--- src/rtl/result_reader_if.sv ---
// Bus bundle for the result reader: the SRAM read port and the byte stream.
// master = the reader (drives SRAM control and the stream), slave = SRAM + sink.
interface result_reader_if #(
  parameter int ADDR_W = 8,
  parameter int DATA_W = 32
);
  // SRAM side
  logic              cs_n;
  logic              we_n;
  logic [ADDR_W-1:0] address;
  logic              ry;
  logic [DATA_W-1:0] read_data;
  // Byte stream side
  logic [7:0]        out_data;
  logic              out_valid;
  logic              out_ready;
  logic              out_last;

  modport master (
    output cs_n, we_n, address, out_data, out_valid, out_last,
    input  ry, read_data, out_ready
  );

  modport slave (
    input  cs_n, we_n, address, out_data, out_valid, out_last,
    output ry, read_data, out_ready
  );
endinterface

--- src/rtl/result_reader.sv ---
// Result SRAM read-back: fetches NUM_WORDS consecutive words from base_addr
// and streams each as four bytes, MSB first, on a valid/ready interface.
// Any SRAM that stays silent for TIMEOUT cycles aborts the burst with err set.
module result_reader #(
  parameter int ADDR_W    = 8,
  parameter int DATA_W    = 32,
  parameter int NUM_WORDS = 16,
  parameter int TIMEOUT   = 255
) (
  input  logic              clk,
  input  logic              rst,
  input  logic              start,
  input  logic [ADDR_W-1:0] base_addr,
  result_reader_if.master   bus,
  output logic              busy,
  output logic              done,
  output logic              err
);

  typedef enum logic [2:0] {S_IDLE, S_REQ, S_WAIT, S_SEND, S_DONE} state_t;

  localparam logic [ADDR_W-1:0] LAST_IDX = ADDR_W'(NUM_WORDS - 1);
  localparam int                TMO_W    = (TIMEOUT > 1) ? $clog2(TIMEOUT) : 1;
  localparam logic [TMO_W-1:0]  TMO_LAST = TMO_W'(TIMEOUT - 1);

  state_t            state, state_n;
  logic [ADDR_W-1:0] base;
  logic [ADDR_W-1:0] idx;
  logic [1:0]        byte_cnt;
  logic [TMO_W-1:0]  tmo_cnt;
  logic [DATA_W-1:0] shreg;
  logic              err_q;
  logic              cs_n, out_valid, out_last;
  logic              last_word, byte_taken;

  assign last_word  = (idx == LAST_IDX);
  assign byte_taken = (state == S_SEND) && bus.out_ready;

  // State register with synchronous active-low reset.
  always_ff @(posedge clk) begin
    // NOTE: sequential state uses non-blocking assignments so every flop
    // samples pre-edge values regardless of statement order.
    if (!rst) state <= S_IDLE;
    else      state <= state_n;
  end

  // Next-state and Moore outputs of the burst controller.
  always_comb begin
    // NOTE: every signal gets a default first so no path leaves it unassigned,
    // which would otherwise infer a latch.
    state_n   = state;
    cs_n      = 1'b1;
    out_valid = 1'b0;
    out_last  = 1'b0;
    case (state)
      S_IDLE: if (start) state_n = S_REQ;
      S_REQ: begin
        cs_n    = 1'b0;
        state_n = S_WAIT;
      end
      S_WAIT: begin
        cs_n = 1'b0;
        if (bus.ry)                   state_n = S_SEND;
        else if (tmo_cnt == TMO_LAST) state_n = S_DONE;
      end
      S_SEND: begin
        out_valid = 1'b1;
        out_last  = last_word && (byte_cnt == 2'd3);
        if (bus.out_ready && byte_cnt == 2'd3)
          state_n = last_word ? S_DONE : S_REQ;
      end
      S_DONE:  state_n = S_IDLE;
      default: state_n = S_IDLE;
    endcase
  end

  // Datapath: burst bookkeeping, timeout counter and byte shift register.
  always_ff @(posedge clk) begin
    if (!rst) begin
      base     <= '0;
      idx      <= '0;
      byte_cnt <= '0;
      tmo_cnt  <= '0;
      shreg    <= '0;
      err_q    <= 1'b0;
    end else begin
      case (state)
        S_IDLE: if (start) begin
          base  <= base_addr;
          idx   <= '0;
          err_q <= 1'b0;
        end
        S_REQ: tmo_cnt <= '0;
        S_WAIT: begin
          if (bus.ry) begin
            shreg    <= bus.read_data;
            byte_cnt <= '0;
          end else if (tmo_cnt == TMO_LAST) begin
            err_q <= 1'b1;
          end else begin
            tmo_cnt <= tmo_cnt + 1'b1;
          end
        end
        S_SEND: if (byte_taken) begin
          shreg    <= {shreg[DATA_W-9:0], 8'h00};
          byte_cnt <= byte_cnt + 2'd1;
          if (byte_cnt == 2'd3 && !last_word) idx <= idx + 1'b1;
        end
        default: ;
      endcase
    end
  end

  // Address wraps modulo 2**ADDR_W through natural truncation of the sum.
  assign bus.cs_n      = cs_n;
  assign bus.we_n      = 1'b1;
  assign bus.address   = base + idx;
  assign bus.out_data  = shreg[DATA_W-1 -: 8];
  assign bus.out_valid = out_valid;
  assign bus.out_last  = out_last;
  assign busy          = (state != S_IDLE);
  assign done          = (state == S_DONE);
  assign err           = err_q;

endmodule

--- src/flat_wrapper.sv ---
// flat-port wrapper written by rule: the top's interface ports become plain ports
module result_reader_flat 
#(
  parameter int ADDR_W    = 8,
  parameter int DATA_W    = 32,
  parameter int NUM_WORDS = 16,
  parameter int TIMEOUT   = 255
)
  (clk, rst, start, base_addr, busy, done, err, bus_cs_n, bus_we_n, bus_address, bus_out_data, bus_out_valid, bus_out_last, bus_ry, bus_read_data, bus_out_ready);
  result_reader_if #(.ADDR_W(ADDR_W), .DATA_W(DATA_W)) bus_i ();
  input  logic clk;
  input  logic rst;
  input  logic start;
  input  logic [ADDR_W-1:0] base_addr;
  output logic busy;
  output logic done;
  output logic err;
  output wire logic [$bits(bus_i.cs_n)-1:0] bus_cs_n;
  output wire logic [$bits(bus_i.we_n)-1:0] bus_we_n;
  output wire logic [$bits(bus_i.address)-1:0] bus_address;
  output wire logic [$bits(bus_i.out_data)-1:0] bus_out_data;
  output wire logic [$bits(bus_i.out_valid)-1:0] bus_out_valid;
  output wire logic [$bits(bus_i.out_last)-1:0] bus_out_last;
  input wire logic [$bits(bus_i.ry)-1:0] bus_ry;
  input wire logic [$bits(bus_i.read_data)-1:0] bus_read_data;
  input wire logic [$bits(bus_i.out_ready)-1:0] bus_out_ready;
  assign bus_cs_n = bus_i.cs_n;
  assign bus_we_n = bus_i.we_n;
  assign bus_address = bus_i.address;
  assign bus_out_data = bus_i.out_data;
  assign bus_out_valid = bus_i.out_valid;
  assign bus_out_last = bus_i.out_last;
  assign bus_i.ry = bus_ry;
  assign bus_i.read_data = bus_read_data;
  assign bus_i.out_ready = bus_out_ready;
  result_reader #(.ADDR_W(ADDR_W), .DATA_W(DATA_W), .NUM_WORDS(NUM_WORDS), .TIMEOUT(TIMEOUT)) u_core (.clk(clk), .rst(rst), .start(start), .base_addr(base_addr), .bus(bus_i), .busy(busy), .done(done), .err(err));
endmodule
--- config.mk ---
export PLATFORM = sky130hd
export DESIGN_NAME = result_reader_flat
export DESIGN_NICKNAME = d
export VERILOG_FILES = /design/src/rtl/result_reader_if.sv /design/src/rtl/result_reader.sv /design/src/flat_wrapper.sv
export SDC_FILE = /design/constraint.sdc
export NUM_CORES = 1
export LEC_CHECK = 0
export CAP_MARGIN = 20
export CELL_PAD_IN_SITES_DETAIL_PLACEMENT = 0
export CELL_PAD_IN_SITES_GLOBAL_PLACEMENT = 2
export CORE_MARGIN = 2
export CORE_UTILIZATION = 32
export DETAILED_ROUTE_END_ITERATION = 7
export GPL_ROUTABILITY_DRIVEN = 0
export PLACE_DENSITY = 0.82
export SYNTH_ARGS = -nofsm -noshare
export SYNTH_HDL_FRONTEND = slang
export SYNTH_SLANG_ARGS = --single-unit
--- constraint.sdc ---
create_clock -name clk -period 6 [get_ports clk]
set_input_delay 1.2 -clock clk [delete_from_list [all_inputs] [get_ports clk]]
set_output_delay 1.2 -clock clk [all_outputs]
set_load 0.02 [all_outputs]
==> impl_metrics.py <==
metrics = {
    "floorplan": {
        "die_height_um": 105,
        "coreArea_mm2": 0.00982,
        "initial_utilization_pct": 33.0,
        "die_width_um": 105,
        "io_pins": 68,
        "dieArea_mm2": 0.0109,
        "row_count": 36,
    },
    "logic_synthesis": {
        "yosys.area.top_type": "dfxtp_1",
        "synth_compound_area_share_pct": 22.3,
        "synth.distinct_cells": 58,
        "ys_top_cells_by_area": "dfxtp_1 (38%), nand2_1 (9.8%), a311oi_1 (6.5%), nor2_1 (4.4%), ha_1 (4.2%)",
        "synth_edf_count": 0,
        "async_flop_share_pct": 0,
        "synth_nets": 457,
        "seq_area_frac_synth_pct": 38.3,
        "netlist_instances": 400,
        "synthXorXnorAreaFrac_pct": 1.62,
        "ys_ff_latch": 62,
        "synth_top_area_share_pct": 38.3,
        "syn-cell-area_mm2": 0.00324,
        "ys_dominant_reg_cell": "dfxtp_1",
        "synthMuxAreaShare_pct": 0.309,
        "synth_fa_ha_area_share_pct": 4.87,
        "synth_top_family_by_area": "simple AND/OR/NAND/NOR gates",
        "post_synth.cell_area_avg_um2": 8.10,
        "yosys.area_share.simple_pct": 24.8,
        "ys_warn_count": 0,
    },
    "layout": {
        "seqCellArea_mm2": 0.00124,
        "synthToLayoutAreaGrowth_pct": 27.3,
        "final_common_cell": "nand2_1",
        "drive_gt1_share_pct": 6.65,
        "final_nets": 503,
        "antenna_cells": 0,
        "nFillCells": 1066,
        "layout.cells.most_common_list": "nand2_1 (85), clkdlybuf4s50_1 (66), dfxtp_1 (62)",
        "multi_input_area_mm2": 0.00175,
        "postLayoutCoreUtil_pct": 42.0,
    },
    "route": {
        "wirelength_mm": 8.28,
        "routed_via_density": 5.06,
        "dr.max_layer_used": "met4",
        "firstDrtPassIters": 6,
        "vias": 2953,
        "ant_nets": 0,
        "wire_per_inst_um": 14.2,
        "drtIter0Drc": 117,
        "route.met2.wl_mm": 3.67,
        "drc_errors": 0,
        "wl_met3_um": 318,
        "met1_length_mm": 4.24,
    },
    "timing": {
        "holdWs_ns": 0.464,
        "rsz0062_at_grt": "no",
        "layout_min_cycle_time_ns": 3.97,
        "slew_violations": 0,
        "max_freq_ghz": 0.252,
        "finalCritPeriodShare_pct": 66.2,
        "setup_tns_ns": 0,
        "relSlewSlack_pct": 34.3,
        "fin_skew_ns": 0.0109,
        "hold_viol_final": 0,
        "tightest_slew_ns": 0.984,
        "setup_viol": 0,
    },
    "critical_path": {
        "required_ns": 4.80,
        "worstPathArrival_ns": 2.77,
        "path_max_fanout": 37,
        "cp-end-kind": "output port",
        "worstSetupPathType": "flop to output port",
        "start_kind": "flop",
    },
    "clock_network": {
        "cts_tree": "yes",
        "cts_buffers": 9,
        "clock_latency_ns": 0.34,
        "path_clk_slew_ns": 0.07,
        "cts_resized": 0,
        "ctsHoldBuffers": 0,
        "cts_max_path_buffers": 2,
        "postCtsSetupRepairBufs": 0,
        "cts_sinks": 62,
        "ctsRootBufferMaster": "clkbuf_8",
        "htree_levels": 3,
    },
    "global_route": {
        "gr-usage-all-layers_pct": 14.9,
        "grt_antenna_before_repair": 0,
        "grt-ovfl-total": 0,
        "grt_pass1_wl_mm": 13.3,
        "grt_pass1_vias": 2662,
        "grt_max_degree": 50,
    },
    "run": {
        "cap_violations": 0,
    },
    "placed_design": {
        "hpwlAfterDp_mm": 5.85,
        "placement.io_buffers": 66,
    },
    "power": {
        "ir_worst_vdd_mv": 0.247,
        "leakagePower_nw": 1.50,
        "power_density_mw_per_mm2": 354,
    },
    "outcome": {
        "status": "finished clean",
    },
    "worst_hold_path": {
        "hold_class": "flop to flop",
    },
}
[metal layers]
layer / up-vias / global-route usage [%]
met5: - / 0
met4: 0 / 4.00
met3: 4 / 3.49
met2: 52 / 22.9
met1: 1371 / 21.0
li1: 1526 / -
[stage by stage]
| stage | worst slack, ns | instances | power (mW) | instance area (um2) |
|---|---|---|---|---|
| floorplan | 3.11 | 400 | 0.915 | 3240 |
| global placement | 2.42 | 568 | 1.05 | 3900 |
| detailed placement | 2.38 | 568 | 1.05 | 3900 |
| CTS | 2.00 | 584 | 1.48 | 4130 |
| global route | 1.81 | 584 | 1.55 | 4130 |
| finish | 2.03 | 584 | 1.46 | 4130 |
[synth_stat cells, types with 2 or more instances]
master / n
a311oi_1: 24
dfxtp_1: 62
ha_1: 11
o211ai_1: 3
nor3_1: 4
xnor2_1: 4
clkbuf_1: 15
nor2_1: 38
inv_1: 11
a21o_1: 2
nand4_1: 2
o311a_1: 4
nand2b_1: 4
buf_2: 6
or3_1: 3
a31oi_1: 2
o22ai_1: 3
inv_2: 2
o21bai_1: 3
a22oi_1: 9
and3_1: 4
or4_1: 4
and2_1: 2
a2111o_1: 2
buf_6: 3
nand2_1: 85
o21a_1: 3
nand3_1: 15
nor4_1: 4
a21oi_1: 20
o21ai_0: 8
xor2_1: 2
buf_4: 10
a221oi_1: 2
[area by class of cell]
cell class	count	share of cell area (%)
Multi-Input combinational cell	290	42.4
Clock buffer	9	3.00
Tap cell	133	4.03
Clock inverter	7	2.52
Sequential cell	62	30.1
Timing Repair Buffer	70	16.7
Inverter	13	1.18
[worst max-delay path: stages (launching register included)]
cell	delay [ns]
dfxtp_1	0.55
nand3_1	0.13
buf_4	0.24
inv_2	0.51
nand2_1	0.11
nor3_1	0.22
clkdlybuf4s50_1	0.65
[power by group]
group / switching [mW] / total (mW) / internal [mW] / leakage [nW]
sequential: 0.0549 / 0.536 / 0.481 / 0.504
combinational: 0.289 / 0.502 / 0.213 / 0.887
clock: 0.182 / 0.422 / 0.240 / 0.108
[path summary, 6_finish.rpt]
| check | slack [ns] | cells past startpoint | end | from |
|---|---|---|---|---|
| max | 2.03 | 6 | bus_out_last | u_core.state[0] |
| min | 0.46 | 2 | u_core.byte_cnt[1] | u_core.byte_cnt[1] |
| max reg2reg | 3.49 | 6 | u_core.idx[7] | u_core.state[0] |
| min reg2reg | 0.46 | 2 | u_core.byte_cnt[1] | u_core.byte_cnt[1] |
[kinds of logic (layout without fill, tap and decap cells)]
group	after synthesis	count (layout)
AND/OR/NAND/NOR	174	174
XOR/XNOR	6	6
AO/OA/AOI/OAI	96	96
flip-flops	62	62
other	1	1
multiplexers	1	1
adder cells (fa/ha/maj)	12	12
buffers and inverters	48	99
[sequential cells by signal, summed over array words and instances, names as in the netlist]
register / cells
u_core.idx: 8
u_core.state: 3
u_core.shreg: 32
u_core.err: 1
u_core.byte_cnt: 2
u_core.base: 8
u_core.tmo_cnt: 8
No activity file was read; power rests on OpenSTA's default activity.
